$ cat src/rtl/lsu_align_pkg.sv
// Shared encodings for the load/store alignment unit: RV32I funct3 codes,
// RAM store-size codes, FSM states and the latched request record.
package lsu_align_pkg;

  localparam logic [2:0] F3_LB  = 3'b000;
  localparam logic [2:0] F3_LH  = 3'b001;
  localparam logic [2:0] F3_LW  = 3'b010;
  localparam logic [2:0] F3_LBU = 3'b100;
  localparam logic [2:0] F3_LHU = 3'b101;
  localparam logic [2:0] F3_SB  = 3'b000;
  localparam logic [2:0] F3_SH  = 3'b001;
  localparam logic [2:0] F3_SW  = 3'b010;

  localparam logic [1:0] STORE_B  = 2'b00;
  localparam logic [1:0] STORE_HW = 2'b01;
  localparam logic [1:0] STORE_W  = 2'b10;

  typedef enum logic [1:0] {S_IDLE, S_ISSUE, S_WAIT, S_RESP} lsu_state_t;

  typedef struct packed {
    logic        we;
    logic [2:0]  funct3;
    logic [31:0] wdata;
    logic        split;
    logic        err;
  } lsu_req_t;

  // Stores only have SB/SH/SW; loads add LBU/LHU.
  function automatic logic f3_illegal(input logic we, input logic [2:0] f3);
    return (f3 == 3'b011) || (f3 == 3'b110) || (f3 == 3'b111) ||
           (we && (f3 == F3_LBU || f3 == F3_LHU));
  endfunction

endpackage

$ cat src/rtl/lsu_load_ext.sv
// Load result extraction: picks the byte/half lane and sign/zero-extends.
module lsu_load_ext
  import lsu_align_pkg::*;
(
  input  logic [2:0]  funct3,
  input  logic [31:0] data,
  input  logic [1:0]  addr_lo,
  output logic [31:0] result
);

  logic [7:0]  b;
  logic [15:0] h;

  always_comb begin
    b = data[{addr_lo, 3'b000} +: 8];
    h = addr_lo[1] ? data[31:16] : data[15:0];
    case (funct3)
      F3_LB:   result = {{24{b[7]}}, b};
      F3_LH:   result = {{16{h[15]}}, h};
      F3_LBU:  result = {24'b0, b};
      F3_LHU:  result = {16'b0, h};
      default: result = data;
    endcase
  end

endmodule

$ cat src/rtl/lsu_align.sv
// Load/store alignment unit: one request at a time, aligned accesses go out
// as one RAM op, misaligned ones are split into bytes or trapped.
module lsu_align
  import lsu_align_pkg::*;
#(
  parameter bit SPLIT_MISALIGNED = 1'b1,
  parameter int ADDR_W           = 32
) (
  input  logic              clk,
  input  logic              rst,
  input  logic              req_valid,
  output logic              req_ready,
  input  logic              req_we,
  input  logic [2:0]        req_funct3,
  input  logic [ADDR_W-1:0] req_addr,
  input  logic [31:0]       req_wdata,
  output logic              resp_valid,
  output logic [31:0]       resp_rdata,
  output logic              resp_err,
  output logic              mem_we,
  output logic [1:0]        mem_ctrl,
  output logic [ADDR_W-1:0] mem_addr,
  output logic [31:0]       mem_wdata,
  input  logic [31:0]       mem_rdata
);

  lsu_state_t        state, state_nxt;
  lsu_req_t          rq;
  logic [ADDR_W-1:0] r_addr, piece_addr;
  logic [1:0]        k, k_last;
  logic [31:0]       buf_q, ext;
  logic              acc, last, in_mis, in_err;

  always_comb begin
    acc    = req_valid && req_ready;
    in_mis = (req_funct3[1:0] == 2'b01 && req_addr[0]) ||
             (req_funct3[1:0] == 2'b10 && req_addr[1:0] != 2'b00);
    in_err = f3_illegal(req_we, req_funct3) || (in_mis && !SPLIT_MISALIGNED);
    k_last = rq.split ? (rq.funct3[1] ? 2'd3 : 2'd1) : 2'd0;
    last   = (k == k_last);
    piece_addr = r_addr + ADDR_W'(k);
  end

  always_ff @(posedge clk) begin
    if (rst) state <= S_IDLE;
    else     state <= state_nxt;
  end

  always_comb begin
    state_nxt = state;
    case (state)
      S_IDLE:  if (acc) state_nxt = in_err ? S_RESP : S_ISSUE;
      S_ISSUE: if (!rq.we) state_nxt = S_WAIT;
               else if (last) state_nxt = S_RESP;
      S_WAIT:  state_nxt = last ? S_RESP : S_ISSUE;
      S_RESP:  state_nxt = S_IDLE;
      default: state_nxt = S_IDLE;
    endcase
  end

  // Piece counter k advances per store write or per load read-return.
  always_ff @(posedge clk) begin
    if (rst) begin
      rq     <= '0;
      r_addr <= '0;
      k      <= '0;
      buf_q  <= '0;
    end else begin
      case (state)
        S_IDLE: if (acc) begin
          rq.we     <= req_we;
          rq.funct3 <= req_funct3;
          rq.wdata  <= req_wdata;
          rq.split  <= in_mis;
          rq.err    <= in_err;
          r_addr    <= req_addr;
          k         <= '0;
        end
        S_ISSUE: if (rq.we) k <= k + 2'd1;
        S_WAIT: begin
          if (rq.split) buf_q[{k, 3'b000} +: 8] <= mem_rdata[{piece_addr[1:0], 3'b000} +: 8];
          else          buf_q <= mem_rdata;
          k <= k + 2'd1;
        end
        default: ;
      endcase
    end
  end

  // Split loads land right-justified in buf_q, so lane select is only for aligned ones.
  lsu_load_ext u_ext (
    .funct3  (rq.funct3),
    .data    (buf_q),
    .addr_lo (rq.split ? 2'b00 : r_addr[1:0]),
    .result  (ext)
  );

  always_comb begin
    req_ready  = (state == S_IDLE) && !rst;
    mem_we     = (state == S_ISSUE) && rq.we && !rst;
    mem_addr   = rq.we ? piece_addr : {piece_addr[ADDR_W-1:2], 2'b00};
    resp_valid = (state == S_RESP);
    resp_err   = (state == S_RESP) && rq.err;
    resp_rdata = (state == S_RESP && !rq.err && !rq.we) ? ext : 32'h0;
    if (rq.split) begin
      mem_ctrl  = STORE_B;
      mem_wdata = {24'b0, rq.wdata[{k, 3'b000} +: 8]};
    end else begin
      case (rq.funct3[1:0])
        2'b00:   begin mem_ctrl = STORE_B;  mem_wdata = {24'b0, rq.wdata[7:0]};  end
        2'b01:   begin mem_ctrl = STORE_HW; mem_wdata = {16'b0, rq.wdata[15:0]}; end
        default: begin mem_ctrl = STORE_W;  mem_wdata = rq.wdata;                end
      endcase
    end
  end

endmodule
$ cat config.mk
export PLATFORM = sky130hd
export DESIGN_NAME = lsu_align
export DESIGN_NICKNAME = d
export VERILOG_FILES = /design/src/rtl/lsu_align_pkg.sv /design/src/rtl/lsu_load_ext.sv /design/src/rtl/lsu_align.sv
export SDC_FILE = /design/constraint.sdc
export NUM_CORES = 1
export LEC_CHECK = 0
export CAP_MARGIN = 20
export CORE_MARGIN = 4
export CORE_UTILIZATION = 43
export CTS_CLUSTER_SIZE = 20
export DETAILED_ROUTE_END_ITERATION = 10
export GPL_TIMING_DRIVEN = 0
export PLACE_DENSITY_LB_ADDON = 0.08
export SLEW_MARGIN = 10
export SYNTH_ARGS = -nofsm -noshare
export SYNTH_HDL_FRONTEND = slang
export SYNTH_SLANG_ARGS = --single-unit
$ cat constraint.sdc
create_clock -name clk -period 2.07 [get_ports clk]
set_input_delay 0.5175 -clock clk [delete_from_list [all_inputs] [get_ports clk]]
set_output_delay 0.5175 -clock clk [all_outputs]
set_load 0.01 [all_outputs]
==> Word-level counts from Yosys, hierarchy flattened <==
Index checks and enable logic that the tools add are counted.
{ "word_totals": {"reg_bits": 106, "input_bits": 103, "output_inout_bits": 102, "wordCells": 83} }
{ "op_classes": {"addsub": 3, "eq_ne": 18, "shifts": 5, "mux": 22, "reduce_logical": 26} }
{ "op_table": {"columns": ["cell", "count"], "rows": [
  ["32-bit one-hot mux with 4 select lines", 1],
  ["32-bit two-way mux", 3],
  ["32-bit by 6-bit indexed part select with 8-bit output", 3],
  ["32-bit one-hot mux with 2 select lines", 1],
  ["32-bit by 2-bit adder with 32-bit output", 1],
  ["32-bit bitwise mux", 1],
  ["8-bit by 7-bit variable shift with 32-bit output, first input constant", 1],
  ["8-bit by 7-bit indexed part select with 32-bit output", 1],
  ["2-bit two-way mux", 12],
  ["3-bit equality test, second input constant", 6],
  ["16-bit two-way mux", 1],
  ["1-bit logical AND", 10],
  ["2-bit one-hot mux with 4 select lines", 1],
  ["5-bit negator with 7-bit output", 1],
  ["2-bit by 1-bit equality test with 1-bit output, second input constant", 3],
  ["2-bit equality test, second input constant", 3],
  ["2-bit one-hot mux with 3 select lines", 1],
  ["1-bit logical OR", 5],
  ["2-bit zero test", 2],
  ["2-bit inequality test, second input constant", 2],
  ["2-bit one-hot mux with 2 select lines", 1],
  ["2-bit AND reduction", 2],
  ["3-bit by 1-bit equality test with 1-bit output, second input constant", 1],
  ["3-bit by 2-bit equality test with 1-bit output, second input constant", 1],
  ["8 further kinds", 10]
]} }

==> Depth between registers and ports, before layout <==
Gate-level depths: netlist of the first run.
{ "logic_depth": {"ltp_word": 7, "ltp_mapped": 10, "mapped_depth_nobuf": 6} }

==> Modules after synthesis <==
From an unflattened synthesis of the first run, not the netlist that was laid out.
{ "hier_totals": {"hier_cells": 847, "hier_area_um2": 6841.6} }
{ "by_module_without_submodules": {"columns": ["module", "instances", "cells_per_inst", "area_each_um2", "seq_area_each_um2"], "rows": [
  ["lsu_align", 1, 729, 6080.8, 2122.0],
  ["lsu_load_ext", 1, 118, 760.7, 0.0]
]} }

==> Worst setup path before layout of the first run <==
No wires, ideal clock.
{ "synth_timing": {"path_type": "reg2out", "from": "register k[0]", "to": "output port mem_addr[26]", "t_arrival_ns": 1.816, "required_ns": 1.553, "setup_slack_ns": -0.263, "stages_incl_launch_ff": 7, "path_buffers": 0, "cell_sequence": "dfxtp_1 ha_1 fa_1 and4_1 nand2_1 nor4_1 xor2_1"} }
{ "synth_via": {"elab_chain_cells": 1} }
{ "synth_rtl": {"columns": ["element", "line_no", "source"], "rows": [
  ["start, declared", "lsu_align.sv:30", "logic [1:0] k, k_last;"],
  ["start signal, assigned", "lsu_align.sv:79", "S_ISSUE: if (rq.we) k <= k + 2'd1;"],
  ["start signal, assigned", "lsu_align.sv:83", "k <= k + 2'd1;"],
  ["32-bit by 2-bit adder with 32-bit output", "lsu_align.sv:41", "piece_addr = r_addr + ADDR_W'(k);"],
  ["end, declared", "lsu_align.sv:22", "output logic [ADDR_W-1:0] mem_addr,"]
]} }
Every way passes these cells.

==> Worst setup path after layout of the first run <==
{ "layout_timing": {"from": "register r_addr[0]", "to": "output port resp_rdata[0]"} }
{ "layout_via": {"elab_chain_cells": 4} }
{ "layout_rtl": {"columns": ["element", "line_no", "source"], "rows": [
  ["start, declared", "lsu_align.sv:29", "logic [ADDR_W-1:0] r_addr, piece_addr;"],
  ["start signal, assigned", "lsu_align.sv:76", "r_addr <= req_addr;"],
  ["2-bit two-way mux", "lsu_align.sv:94", ".addr_lo (rq.split ? 2'b00 : r_addr[1:0]),"],
  ["32-bit by 6-bit indexed part select with 8-bit output", "lsu_load_ext.sv:15", "b = data[{addr_lo, 3'b000} +: 8];"],
  ["32-bit one-hot mux with 4 select lines", "lsu_load_ext.sv:17", "case (funct3)"],
  ["32-bit two-way mux", "lsu_align.sv:104", "resp_rdata = (state == S_RESP && !rq.err && !rq.we) ? ext : 32'h0;"],
  ["end, declared", "lsu_align.sv:18", "output logic [31:0] resp_rdata,"]
]} }
Every way passes these cells.

==> results of run 1 <==
## power groups by stage
| stage | clock network, uW | logic [uW] | registers (uW) |
|---|---|---|---|
| finish | 1730 | 5810 | 3200 |
| floorplan | 0 | 2460 | 2940 |
| detailed placement | 0 | 3730 | 3140 |
| global route | 1820 | 6180 | 3240 |
| global placement | 0 | 3690 | 3130 |
| CTS | 1730 | 4650 | 3120 |
## placed cells by master (no fill, tap or decap), types with 13 or more instances in the layout
master / netlist / layout
nor2_1: 60 / 39
buf_6: 2 / 75
a21oi_1: 21 / 21
o31ai_1: 19 / 18
nor3_2: 1 / 22
dfxtp_1: 106 / 87
nor3_1: 50 / 16
nand2b_1: 64 / 63
a211oi_1: 19 / 14
a221oi_4: 1 / 13
clkdlybuf4s50_1: 0 / 101
clkbuf_1: 35 / 15
o21ai_0: 56 / 56
xor2_1: 19 / 19
a221oi_2: 0 / 19
buf_2: 17 / 78
inv_1: 30 / 27
buf_4: 1 / 50
nor3_4: 0 / 13
nand2_1: 97 / 93
clkbuf_2: 0 / 13
## per-stage QoR
stage          setup slack, ps  TNS [ps]  util (%)  hold WS, ps
6_report                  -660    -41080      77.8          500
5_1_grt                   -767    -47660      77.8          526
2_1_floorplan            -63.9      -246         -          454
3_5_place_dp             -1400    -76820      60.6          479
4_1_cts                   -620    -34350      70.9          495
3_3_place_gp             -1390    -76190      60.6          474
## worst max-delay path by stage
stage / startpoint / to / cells after the start
global route: r_addr[0] / resp_rdata[2] / 7
global placement: rst / mem_we / 6
CTS: r_addr[0] / mem_addr[18] / 8
detailed placement: rst / mem_we / 6
floorplan: k[0] / buf_q[23] / 6
finish: r_addr[0] / resp_rdata[0] / 7
## layout make-up
class,instances,area [sq um]
Multi-Input combinational cell,601,5210
Timing Repair Buffer,315,2840
Inverter,30,119
Clock buffer,9,225
Clock inverter,7,63.8
Buffer,57,488
Sequential cell,106,2180
Tap cell,184,230
Antenna cell,1,2.50
Fill cell,955,3240
## cell families after synthesis
logic type / count (synthesis)
AOI/OAI and AO/OA: 190
xor gates and xnor gates: 31
adders and majority gates: 12
buffers and inverters: 91
DFF: 106
muxes: 28
and+or+nand+nor: 340
## worst max-delay path, delay by kind of cell (launching register included)
| kind | cells | cell delay (ps) |
|---|---|---|
| AO/OA/AOI/OAI | 2 | 560 |
| flip-flops | 1 | 390 |
| AND/OR/NAND/NOR | 2 | 470 |
| buffers and inverters | 3 | 430 |
## timing repair
item                                    4_1_cts  5_1_grt
gates cloned                                  2        0
endpoints found under the setup margin      156      199
buffers inserted                             60       54
pin swaps                                    72       76
hold endpoints to repair                      0        0
gates resized for setup                     612      186
## synth_stat cells, types with 2 or more instances
library cell	count	area [sq um]
dfxtp_1	106	2120
nand2_1	97	364
nand2b_1	64	400
nor2_1	60	225
o21ai_0	56	280
nor3_1	50	250
clkbuf_1	35	131
a221oi_1	32	280
inv_1	30	113
a21oi_1	21	105
a211oi_1	19	143
o31ai_1	19	143
xor2_1	19	166
and2_1	17	106
buf_2	17	85.1
mux2i_1	16	160
and3_1	13	81.3
xnor2_1	12	105
ha_1	11	138
nand3_1	11	55.1
mux4_2	10	225
a31oi_1	8	50.1
a32oi_1	8	70.1
o221a_2	8	90.1
a2111oi_1	6	60.1
buf_1	6	22.5
nor4_1	6	37.5
and4_1	4	35.0
nand4_1	3	18.8
buf_6	2	22.5
nand3b_1	2	15.0
nand4_2	2	25.0
o21a_1	2	15.0
o21ai_1	2	10.0
or2b_1	2	15.0
## metal layers
layer	routed length [um]	up-vias	global-route usage, %
met1	10600	3615	35.8
met2	13400	410	48.6
met5	0	-	0
li1	-	3517	-
met3	2070	116	6.99
met4	1730	0	15.4
## state kept, by name, summed over array words and instances, names as in the netlist
| signal | flops |
|---|---|
| r_addr | 32 |
| state | 2 |
| rq | 38 |
| buf_q | 32 |
| k | 2 |
==> impl_results.md, run 1 <==
* Status: finished with violations
* Violated checks: negative setup slack
* Final setup margin at -660 ps
* Syn nets at 913
* DRT Pass-1 Iters at 5
* # rows at 44
* Final net count at 1235
* Post-Synthesis Cells at 798
* Worst Hold Class: register to register
* RR Endpoint: buf_q[15]
* Layout cells sized above 1 at 41.9%
* Synthesized flop and latch total at 106
* Total chip power at 10700 uW
* Post-route ant nets at 0
* Post-route cell area at 0.0114 sq mm
* H-tree depth at 3
* Leak at 0.00470 uW
* Fraction of synthesized area in multiplexers at 6.39%
* CTS Sinks at 106
* Hold Path Sink: r_addr[12]
* Comb pwr share at 54.1%
* Average cell area after synthesis at 8.07 sq um
* RR Startpoint: r_addr[1]
* Max-slew violations at 0
* Switching share of power at 42.8%
* CTS clk-pin slew, worst paths at 80 ps
* Placer Congestion at 0.895
* CP Class: register to output port
* Netlist cell types at 57
* Main synth FF type: dfxtp_1
* Antenna violations before repair at 1
* Synth Area in Compound Gates at 21.1%
* Final setup viols at 115
* IO Pins at 205
* GRT Resource Usage Total at 29.5%
* DP Cell Count at 1187
* Depth of the worst hold-timing path at 2
* Post-synth ARST share at 0%
* Worst-Skew Late Latency at 370 ps
* First-pass GRT wire length at 39.2 mm
* Die H at 130 um
* Area of placed instances at 0.00885 sq mm
* Worst EP required at 1550 ps
* Simple-gate area share of the yosys netlist at 27.0%
* Skew final at 9.84 ps
* Flop pwr share at 29.8%
* Pint at 6140 uW
* Non-Filler Instances at 1310
* EDFF count, synth at 0
* Crit path largest cell delay at 430 ps
* Yosys warns at 0
* Crit path max-delay cell type: or3b_4
* Hold-fix buffer count after cts at 0
* Period minus WS final at 2730 ps
* Starting Density at 44.2%
* Main combinational cell family by area after synthesis: simple AND/OR/NAND/NOR gates
* PwrDens at 947 mW/mm^2
* Psw at 4600 uW
* Worst r2r path cells at 6
* Clock power share at 16.1%
* Port bufs at 204
* Post-synthesis sequential area ratio at 32.9%
* Synth Area in XOR/XNOR at 4.22%
* Via/cell ratio at 5.85
* Clk root buf: clkbuf_16
* Crit path launch type: register
* Total wire length at 27.7 mm
* Die W at 130 um
* CP endpoint kind: output port
* CTS tree: done
* Period utilization at 132%
* DRC at 0
* Post-synthesis adder-cell area fraction at 2.45%
* Maxcap violations at 0
* Final Hold Viols at 0
* Max Clk Rate at 366 MHz
* Die footprint at 0.0170 sq mm
* Routed via count at 7658
* Core Box Area at 0.0146 sq mm
* Worst vdd ir at 618 uV
* Worst R2R Setup Slack at -360 ps
* Crit-path max FO at 4
* Unrepaired setup endpoints after global routing: true
* CTS Buf Count at 9
* Vias in the first global route at 7239
* Worst-Margin Slew at 809 ps
* WL/cell at 21.2 um
* Crit-path cells: or3b_4 -> a21oi_4 -> buf_4 -> buf_6 -> nor2_2 -> a2111oi_4 -> buf_2
* Clock Path Buffers at 2
* Area grow syn2layout at 76.3%
* Hold path start: r_addr[12]
* WP data arrival at 2210 ps
* Gr ovfl total at 0
* Number of DRC markers in iteration 0 at 649
* Synthesized cell area at 0.00644 sq mm
* Hpwl dp at 17.4 mm
* Largest net degree at the start of global routing at 20
* Slew margin rel. at 46.1%
No activity file was read; power rests on OpenSTA's default activity.
==> inputs of run 2 (changes only) <==
==> constraint.sdc (replaced) <==
create_clock -name clk -period 2.2 [get_ports clk]
set_input_delay 0.55 -clock clk [delete_from_list [all_inputs] [get_ports clk]]
set_output_delay 0.55 -clock clk [all_outputs]
set_load 0.01 [all_outputs]
==> impl_results.md, run 2 (synthesis results as in run 1) <==
* Status: finished with violations (unchanged)
* Violated checks: negative setup slack (unchanged)
* Top Registers: rq x38, buf_q x32, r_addr x32 (unchanged)
* Largest net degree at the start of global routing at 17 (was 20)
* Starting Density at 44.2% (unchanged)
* Post-route ant nets at 0 (unchanged)
* Fillcell total at 1007 (was 955)
* Setup TNS at -25430 ps (was -41080 ps)
* DRC at 0 (unchanged)
* Worst-Skew Late Latency at 360 ps (was 370 ps)
* Routed via count at 7502 (was 7658)
* GRT Resource Usage Total at 28.4% (was 29.5%)
* PwrDens at 874 mW/mm^2 (was 947 mW/mm^2)
* CTS Buf Count at 9 (unchanged)
* Core Box Area at 0.0146 sq mm (unchanged)
* H-tree depth at 3 (unchanged)
* WP data arrival at 2220 ps (was 2210 ps)
* Skew final at 6.97 ps (was 9.84 ps)
* Slew margin rel. at 54.8% (was 46.1%)
* Die W at 130 um (unchanged)
* Hpwl dp at 16.9 mm (was 17.4 mm)
* WL met1 at 10.2 mm (was 10.6 mm)
* Max Clk Rate at 362 MHz
* Max-slew violations at 0 (unchanged)
* CTS Sinks at 106 (unchanged)
* Final net count at 1209 (was 1235)
* Area grow syn2layout at 72.0% (was 76.3%)
* Layout cells sized above 1 at 39.1% (was 41.9%)
* CP Class: register to output port (unchanged)
* Commonest cells after routing, fill and taps aside: clkdlybuf4s50_1 (102), dfxtp_1 (90), nand2_1 (89) (was clkdlybuf4s50_1 (101), nand2_1 (93), dfxtp_1 (87))
* Total wire length at 26.4 mm (was 27.7 mm)
* # rows at 44 (unchanged)
* Leak at 0.00459 uW (was 0.00470 uW)
* Unrepaired setup endpoints after global routing: true (unchanged)
* Maxcap violations at 0 (unchanged)
* Biggest register: rq (unchanged)
* CP endpoint kind: output port (unchanged)
* Via/cell ratio at 5.85 (about the same)
* WL/cell at 20.5 um (was 21.2 um)
* Gr ovfl total at 0 (unchanged)
* Port bufs at 204 (unchanged)
* Antenna cells at 0 (was 1)
* Period utilization at 126%
* Vias in the first global route at 7120 (was 7239)
* Worst Hold Class: register to register (unchanged)
* Die footprint at 0.0170 sq mm (unchanged)
* Area of placed instances at 0.00875 sq mm (was 0.00885 sq mm)
* WL met2 at 12.7 mm (was 13.4 mm)
* DRT Pass-1 Iters at 5 (unchanged)
* Max reg flops at 38 (unchanged)
* Clk root buf: clkbuf_16 (unchanged)
* Placer Congestion at 0.938 (was 0.895)
* Post-layout util at 76.0% (was 77.8%)
* CTS clk-pin slew, worst paths at 70 ps (was 80 ps)
* Period minus WS final at 2770 ps
* IO Pins at 205 (unchanged)
* Crit-path max FO at 4 (unchanged)
* Final Hold Viols at 0 (unchanged)
* Commonest non-fill, non-tap cell in the layout: clkdlybuf4s50_1 (unchanged)
* Highest metal used: met4 (unchanged)
* Final setup viols at 73 (was 115)
* Post-route cell area at 0.0111 sq mm (was 0.0114 sq mm)
* Worst-Margin Slew at 679 ps (was 809 ps)
* Number of DRC markers in iteration 0 at 552 (was 649)
* Worst vdd ir at 513 uV (was 618 uV)
* Final setup margin at -566 ps (was -660 ps)
* Metal3 WL at 2.47 mm (was 2.07 mm)
* Worst EP required at 1650 ps (was 1550 ps)
* CTS tree: done (unchanged)
* First-pass GRT wire length at 37.8 mm (was 39.2 mm)
* Die H at 130 um (unchanged)
* Clock Path Buffers at 2 (unchanged)
* Crit path launch type: register (unchanged)
* Antenna violations before repair at 0 (was 1)
run 2: cell count changes in the layout (fill, tap and decap cells not counted), sizes merged:
cell and delta:
clkinv -1, diode -1, inv -1, clkbuf +8
buf -36, bufinv +2, clkdlybuf4s50 +1, clkinvlp -3
dlygate4sd2 +6, clkdlybuf4s15 -2
run 2: report_power, final:
group	total, uW	switching, uW	internal (uW)
Sequential	2950	519	2430
Combinational	4920	2700	2220
Clock	1820	756	1060
Total	9690	3970	5710
run 2: final timing paths:
kind / from / to / slack (ps) / depth (start not counted)
hold reg to reg: rq[11] / rq[11] / 490 / 2
hold / removal: rq[11] / rq[11] / 490 / 2
setup / recovery: r_addr[0] / mem_addr[18] / -570 / 7
setup reg to reg: r_addr[0] / buf_q[15] / -70 / 5
run 2: metal layers:
metal  GRT usage [%]  vias up
met5               0        -
met1            35.7     3577
li1                -     3457
met2            46.8      392
met4            11.1        0
met3            7.15       76
run 2: timing repair:
| action | CTS | global route |
|---|---|---|
| gates cloned | 4 | 2 |
| pin swaps | 61 | 74 |
| hold endpoints to repair | 0 | 0 |
| resized for setup | 590 | 154 |
| endpoints found under the setup margin | 140 | 144 |
| buffers inserted | 60 | 26 |
| hold buffers | 0 | 0 |
run 2: critical path: stages, from the launching register on:
cell	delay [ps]
dfxtp_4	390
ha_4	150
fa_2	210
and4_4	290
nand4_1	190
nor3_2	230
xor2_1	230
buf_2	170
run 2: layout make-up:
cell class / instances / area, sq um / area share, %
buffer: 55 / 453 / 4.09
clock buffer: 12 / 256 / 2.31
clock inverter: 4 / 73.8 / 0.666
inverter: 30 / 115 / 1.04
multi-input combinational: 601 / 5150 / 46.5
sequential: 106 / 2170 / 19.6
tap: 184 / 230 / 2.08
timing repair buffer: 291 / 2640 / 23.8
run 2: per-stage QoR:
stage / cells / setup WS (ps) / hold WS (ps) / power, uW
final: 1283 / -566 / 491 / 9690
after global routing: 1283 / -604 / 511 / 10100
after CTS: 1263 / -493 / 492 / 8930
after detailed placement: 1186 / -1370 / 474 / 6340
after global placement: 1186 / -1390 / 468 / 6310
after floorplan: 798 / 12.5 / 454 / 5020
